[config.mk]
export PLATFORM = sky130hd
export DESIGN_NAME = gpu_receiver_stream_flat
export DESIGN_NICKNAME = d
export VERILOG_FILES = /design/src/rtl/gpu_receiver_stream_if.sv /design/src/rtl/gpu_receiver_stream.sv /design/src/flat_wrapper.sv
export SDC_FILE = /design/constraint.sdc
export NUM_CORES = 1
export LEC_CHECK = 0
export ABC_CLOCK_PERIOD_IN_PS = 4700
export CELL_PAD_IN_SITES_DETAIL_PLACEMENT = 1
export CELL_PAD_IN_SITES_GLOBAL_PLACEMENT = 1
export CORE_ASPECT_RATIO = 0.7
export CORE_MARGIN = 2
export CORE_UTILIZATION = 35
export CTS_BUF_LIST = sky130_fd_sc_hd__clkbuf_8 sky130_fd_sc_hd__clkbuf_16
export DETAILED_ROUTE_END_ITERATION = 12
export PLACE_DENSITY_LB_ADDON = 0.1
export SYNTH_ARGS = -nofsm -noshare
export SYNTH_HDL_FRONTEND = slang
export SYNTH_SLANG_ARGS = --single-unit
[constraint.sdc]
create_clock -name clk -period 4.7 [get_ports clk]
set_input_delay 0.94 -clock clk [delete_from_list [all_inputs] [get_ports clk]]
set_output_delay 0.94 -clock clk [all_outputs]
set_load 0.05 [all_outputs]
[src/rtl/gpu_receiver_stream_if.sv]
// Rect word stream in, GPU memory bank writes out.
// Master drives the stream and sinks the writes.
interface gpu_receiver_stream_if #(
  parameter int RECT_COUNT_WIDTH = 6
);
  logic                        in_valid;
  logic [15:0]                 in_data;
  logic                        in_ready;
  logic                        we;
  logic [2:0]                  mem_select;
  logic [RECT_COUNT_WIDTH-1:0] dout_addr;
  logic [15:0]                 dout;

  modport master (
    output in_valid,
    output in_data,
    input  in_ready,
    input  we,
    input  mem_select,
    input  dout_addr,
    input  dout
  );

  modport slave (
    input  in_valid,
    input  in_data,
    output in_ready,
    output we,
    output mem_select,
    output dout_addr,
    output dout
  );
endinterface

[src/rtl/gpu_receiver_stream.sv]
// Streams x/y/w/h/color words per rect, clamps to the screen and
// writes left/top/right/bottom/color/non-empty into six GPU banks.
module gpu_receiver_stream #(
  parameter int COORD_WIDTH      = 10,
  parameter int RECT_COUNT       = 64,
  parameter int RECT_COUNT_WIDTH = 6,
  parameter int SCREEN_W         = 640,
  parameter int SCREEN_H         = 480
) (
  input  logic clk,
  input  logic reset,
  input  logic start,
  gpu_receiver_stream_if.slave bus,
  output logic busy,
  output logic finish
);

  typedef enum logic [2:0] {
    IDLE, RX_X, RX_Y, RX_W, RX_H, RX_C, FLAG
  } state_t;

  localparam logic signed [16:0] LIM_W = 17'(SCREEN_W);
  localparam logic signed [16:0] LIM_H = 17'(SCREEN_H);
  localparam logic [RECT_COUNT_WIDTH-1:0] LAST =
    RECT_COUNT_WIDTH'(RECT_COUNT - 1);

  state_t                      state_q, state_d;
  logic [RECT_COUNT_WIDTH-1:0] cnt_q, cnt_d;
  logic [15:0]                 raw_x_q, raw_x_d;
  logic [15:0]                 raw_y_q, raw_y_d;
  logic [COORD_WIDTH-1:0]      x1_q, x1_d;
  logic [COORD_WIDTH-1:0]      y1_q, y1_d;
  logic [COORD_WIDTH-1:0]      x2_q, x2_d;
  logic [COORD_WIDTH-1:0]      y2_q, y2_d;

  logic signed [16:0] in_s;
  logic signed [16:0] sum_x;
  logic signed [16:0] sum_y;
  logic [15:0]        cv;
  logic               nonempty;

  // 17-bit sums so x+w never wraps before clamping
  assign in_s  = $signed({bus.in_data[15], bus.in_data});
  assign sum_x = $signed({raw_x_q[15], raw_x_q}) + in_s;
  assign sum_y = $signed({raw_y_q[15], raw_y_q}) + in_s;

  assign nonempty = (x2_q > x1_q) && (y2_q > y1_q);

  function automatic logic [15:0] clamp(
    input logic signed [16:0] v,
    input logic signed [16:0] lim
  );
    if (v < 17'sd0) return 16'd0;
    if (v >= lim)   return lim[15:0];
    return v[15:0];
  endfunction

  assign busy          = (state_q != IDLE);
  assign finish        = (state_q == FLAG) && (cnt_q == LAST);
  assign bus.dout_addr = cnt_q;

  always_comb begin
    state_d        = state_q;
    cnt_d          = cnt_q;
    raw_x_d        = raw_x_q;
    raw_y_d        = raw_y_q;
    x1_d           = x1_q;
    y1_d           = y1_q;
    x2_d           = x2_q;
    y2_d           = y2_q;
    cv             = 16'd0;
    bus.in_ready   = 1'b0;
    bus.we         = 1'b0;
    bus.mem_select = 3'd0;
    bus.dout       = 16'd0;
    unique case (state_q)
      IDLE: begin
        if (start) begin
          state_d = RX_X;
          cnt_d   = '0;
        end
      end
      RX_X: begin
        bus.in_ready = 1'b1;
        if (bus.in_valid) begin
          cv      = clamp(in_s, LIM_W);
          bus.we  = 1'b1;
          bus.dout = cv;
          raw_x_d = bus.in_data;
          x1_d    = cv[COORD_WIDTH-1:0];
          state_d = RX_Y;
        end
      end
      RX_Y: begin
        bus.in_ready   = 1'b1;
        bus.mem_select = 3'd1;
        if (bus.in_valid) begin
          cv      = clamp(in_s, LIM_H);
          bus.we  = 1'b1;
          bus.dout = cv;
          raw_y_d = bus.in_data;
          y1_d    = cv[COORD_WIDTH-1:0];
          state_d = RX_W;
        end
      end
      RX_W: begin
        bus.in_ready   = 1'b1;
        bus.mem_select = 3'd2;
        if (bus.in_valid) begin
          cv      = clamp(sum_x, LIM_W);
          bus.we  = 1'b1;
          bus.dout = cv;
          x2_d    = cv[COORD_WIDTH-1:0];
          state_d = RX_H;
        end
      end
      RX_H: begin
        bus.in_ready   = 1'b1;
        bus.mem_select = 3'd3;
        if (bus.in_valid) begin
          cv      = clamp(sum_y, LIM_H);
          bus.we  = 1'b1;
          bus.dout = cv;
          y2_d    = cv[COORD_WIDTH-1:0];
          state_d = RX_C;
        end
      end
      RX_C: begin
        bus.in_ready   = 1'b1;
        bus.mem_select = 3'd4;
        if (bus.in_valid) begin
          bus.we   = 1'b1;
          bus.dout = bus.in_data;
          state_d  = FLAG;
        end
      end
      FLAG: begin
        bus.we         = 1'b1;
        bus.mem_select = 3'd5;
        bus.dout       = {15'd0, nonempty};
        if (cnt_q == LAST) begin
          state_d = IDLE;
        end else begin
          cnt_d   = cnt_q + 1'b1;
          state_d = RX_X;
        end
      end
      default: state_d = IDLE;
    endcase
  end

  always_ff @(posedge clk) begin
    if (reset) begin
      state_q <= IDLE;
      cnt_q   <= '0;
      raw_x_q <= '0;
      raw_y_q <= '0;
      x1_q    <= '0;
      y1_q    <= '0;
      x2_q    <= '0;
      y2_q    <= '0;
    end else begin
      state_q <= state_d;
      cnt_q   <= cnt_d;
      raw_x_q <= raw_x_d;
      raw_y_q <= raw_y_d;
      x1_q    <= x1_d;
      y1_q    <= y1_d;
      x2_q    <= x2_d;
      y2_q    <= y2_d;
    end
  end

endmodule

[src/flat_wrapper.sv]
// flat-port wrapper written by rule: the top's interface ports become plain ports
module gpu_receiver_stream_flat 
#(
  parameter int COORD_WIDTH      = 10,
  parameter int RECT_COUNT       = 64,
  parameter int RECT_COUNT_WIDTH = 6,
  parameter int SCREEN_W         = 640,
  parameter int SCREEN_H         = 480
)
  (clk, reset, start, busy, finish, bus_in_valid, bus_in_data, bus_in_ready, bus_we, bus_mem_select, bus_dout_addr, bus_dout);
  gpu_receiver_stream_if #(.RECT_COUNT_WIDTH(RECT_COUNT_WIDTH)) bus_i ();
  input  logic clk;
  input  logic reset;
  input  logic start;
  output logic busy;
  output logic finish;
  input wire logic [$bits(bus_i.in_valid)-1:0] bus_in_valid;
  input wire logic [$bits(bus_i.in_data)-1:0] bus_in_data;
  output wire logic [$bits(bus_i.in_ready)-1:0] bus_in_ready;
  output wire logic [$bits(bus_i.we)-1:0] bus_we;
  output wire logic [$bits(bus_i.mem_select)-1:0] bus_mem_select;
  output wire logic [$bits(bus_i.dout_addr)-1:0] bus_dout_addr;
  output wire logic [$bits(bus_i.dout)-1:0] bus_dout;
  assign bus_i.in_valid = bus_in_valid;
  assign bus_i.in_data = bus_in_data;
  assign bus_in_ready = bus_i.in_ready;
  assign bus_we = bus_i.we;
  assign bus_mem_select = bus_i.mem_select;
  assign bus_dout_addr = bus_i.dout_addr;
  assign bus_dout = bus_i.dout;
  gpu_receiver_stream #(.COORD_WIDTH(COORD_WIDTH), .RECT_COUNT(RECT_COUNT), .RECT_COUNT_WIDTH(RECT_COUNT_WIDTH), .SCREEN_W(SCREEN_W), .SCREEN_H(SCREEN_H)) u_core (.clk(clk), .reset(reset), .start(start), .bus(bus_i), .busy(busy), .finish(finish));
endmodule
==> metrics.txt <==
post-route setup slack=-0.117 ns; MaxCap Viol Count=0; Final Cell Area=8330 µm²; top cell type's share of synthesized area=0.299; gr usage total=0.251; Root Driver=clkbuf_16; Seq/Total Area, Yosys=0.299; Setup Crit Path Kind=input pin to output port; area leader, netlist=dfxtp_1; DRT iter0 DRCs=317; Worst Setup Start Kind=input pin; Primary FF master, synth=dfxtp_1; Data required, critical path=3.76 ns; final-report max-slew violation count=0; H-tree levels=3; final period utilization=1.02; Placed Cells=1,047; final hold slack=0.459 ns; Post-Route WL=21,600 µm; routability cong.=0.878; crit path capture type=output port; Port-buffer cells=48; failing checks=negative setup slack; synthesized cell area=5420 µm²; Initial Util=0.354; nets=966; Routed Antenna Nets=0; endpoints failing hold=0; share of layout cells above drive strength 1=0.334; status=finished, violations left; worst-path fanout max=5; total negative slack=-0.422 ns; via count=5,876; CTS Buf Count=9; pwr/cell area=229 nW/µm²; Area after DPL=7110 µm²; fin crit period=4.82 ns; Yosys reg bits=81; maximum clock rate=208 MHz; Core Footprint=15,300 µm²; vias in the first global route=5,930; Area Growth Syn to Fin=53.8%; Max Buffers Root-to-Sink=2; Worst Path Arrival=3.88 ns; # hold bufs at CTS=0; Mapped Cells=710; Hold Crit Class=register to register; drt via density=5.36; Post-Syn Nets=785; ranking of synthesized cells by area=dfxtp_1, ha_1, a21oi_1; row cnt=38; total congestion overflow=0; post-synthesis cell type count=64; most frequent cells in the layout=buf_4, nand2_1, dfxtp_1; non-filler cells, final=1,096; TritonCTS Sinks=81; TritonRoute pass-1 iters=5; Synth warnings=0; n_diodes=0; largest net degree at the start of global routing=42; DRC Markers=0; Die Span Y=108 µm; Worst-Margin Slew=1.25 ns; Avg WL per Cell=19.7 µm; RSZ-0062 raised after global routing=yes; Max Clock Skew=0.00700 ns; # setup viols final=8; average size of a mapped cell=7.63 µm²; first-pass GRT wire length=32,300 µm; die width=153 µm; most common cell after layout, fill and taps aside=buf_4; LEAKAGE=0.00337 µW; CTS tree=built; I/O pin cnt=49; Post-synth EDFFs=0; Max VDD drop=0.000144 V; CTS clock-pin slew for the worst setup and hold paths=0.06 ns; die area=16,500 µm²; initial antenna violation count=0; slew margin rel.=0.163; HPWL after DPL=15,500 µm; latest clock arrival within the worst-skew pair=0.36 ns; ys async rst share=0
[cell families after synthesis]
logic type               Yosys count  share of synthesized area
buffers and inverters             71                     0.0494
AO/OA/AOI/OAI                    198                      0.237
adder cells (fa/ha/maj)           55                      0.130
multiplexers                       3                    0.00785
XOR/XNOR                          19                     0.0307
AND/OR/NAND/NOR                  283                      0.246
flip-flops                        81                      0.299
[path summary, 6_finish.rpt]
kind | startpoint | endpoint | slack [ns] | cells past startpoint
max | bus_in_data[0] | bus_dout[7] | -0.12 | 15
min | u_core.raw_x_q[14] | u_core.raw_x_q[14] | 0.46 | 2
max reg2reg | u_core.raw_y_q[4] | u_core.y2_q[1] | 1.33 | 17
min reg2reg | u_core.raw_x_q[14] | u_core.raw_x_q[14] | 0.46 | 2
[metrics by stage]
step                 util  worst slack [ns]  power, µW
finish              0.544            -0.117       1910
global route        0.544            -0.219       1990
CTS                 0.508            -0.236       1860
detailed placement  0.464            -0.832       1130
global placement    0.464            -0.795       1120
floorplan               -           -0.0179        941
[where the power goes]
group	total, µW	internal (µW)	switching (µW)	leakage, µW
Clock	704	377	327	0.000132
Sequential	720	701	18.6	0.000654
Combinational	487	217	270	0.00258
[flip-flops by register name, indices dropped and copies added, names as in the netlist]
signal                flops
u_core.bus.dout_addr      6
u_core.y2_q              10
u_core.x2_q              10
u_core.raw_x_q           16
u_core.raw_y_q           16
u_core.y1_q              10
u_core.state_q            3
u_core.x1_q              10
[critical path, stage by stage]
cell and delay [ns]:
buf_4 0.13, ha_2 0.19, inv_2 0.05, fa_2 0.38, nor2b_2 0.14, o211ai_1 0.15, a21oi_2 0.22, buf_4 0.18
a21o_1 0.14, a311oi_2 0.13, a2111oi_4 0.31, and3_4 0.29, nand2_1 0.08, a221o_2 0.38, buf_8 0.16
[repair_timing]
item                                    CTS  global route
endpoints found under the hold margin     0             0
resized for setup                        80            97
pin swaps                                30            57
cloned                                    0             0
setup buffers                            18            15
endpoints found under the setup margin   10            10
[routing by layer]
layer  track usage  share of wire
met2         0.400           0.46
met3        0.0409          0.037
met1         0.356           0.49
met4        0.0642          0.014
met5             0              0
[cell usage after synthesis (12+ instances only)]
library cell,count
clkbuf_1,31
a22oi_1,15
nand2b_1,12
nor2_1,53
o21ai_0,21
a21o_1,15
xnor2_1,12
nand3_1,26
nor3_1,19
a21oi_1,89
nand2_1,117
dfxtp_1,81
inv_1,38
ha_1,53
[area by class of cell]
| class | instances | area (µm²) |
|---|---|---|
| Fill cell | 1793 | 6980 |
| Timing Repair Buffer | 203 | 1810 |
| Sequential cell | 81 | 1620 |
| Clock buffer | 10 | 239 |
| Tap cell | 200 | 250 |
| Clock inverter | 6 | 48.8 |
| Multi-Input combinational cell | 558 | 4220 |
| Inverter | 38 | 143 |
(Power assumes the default switching activity.)
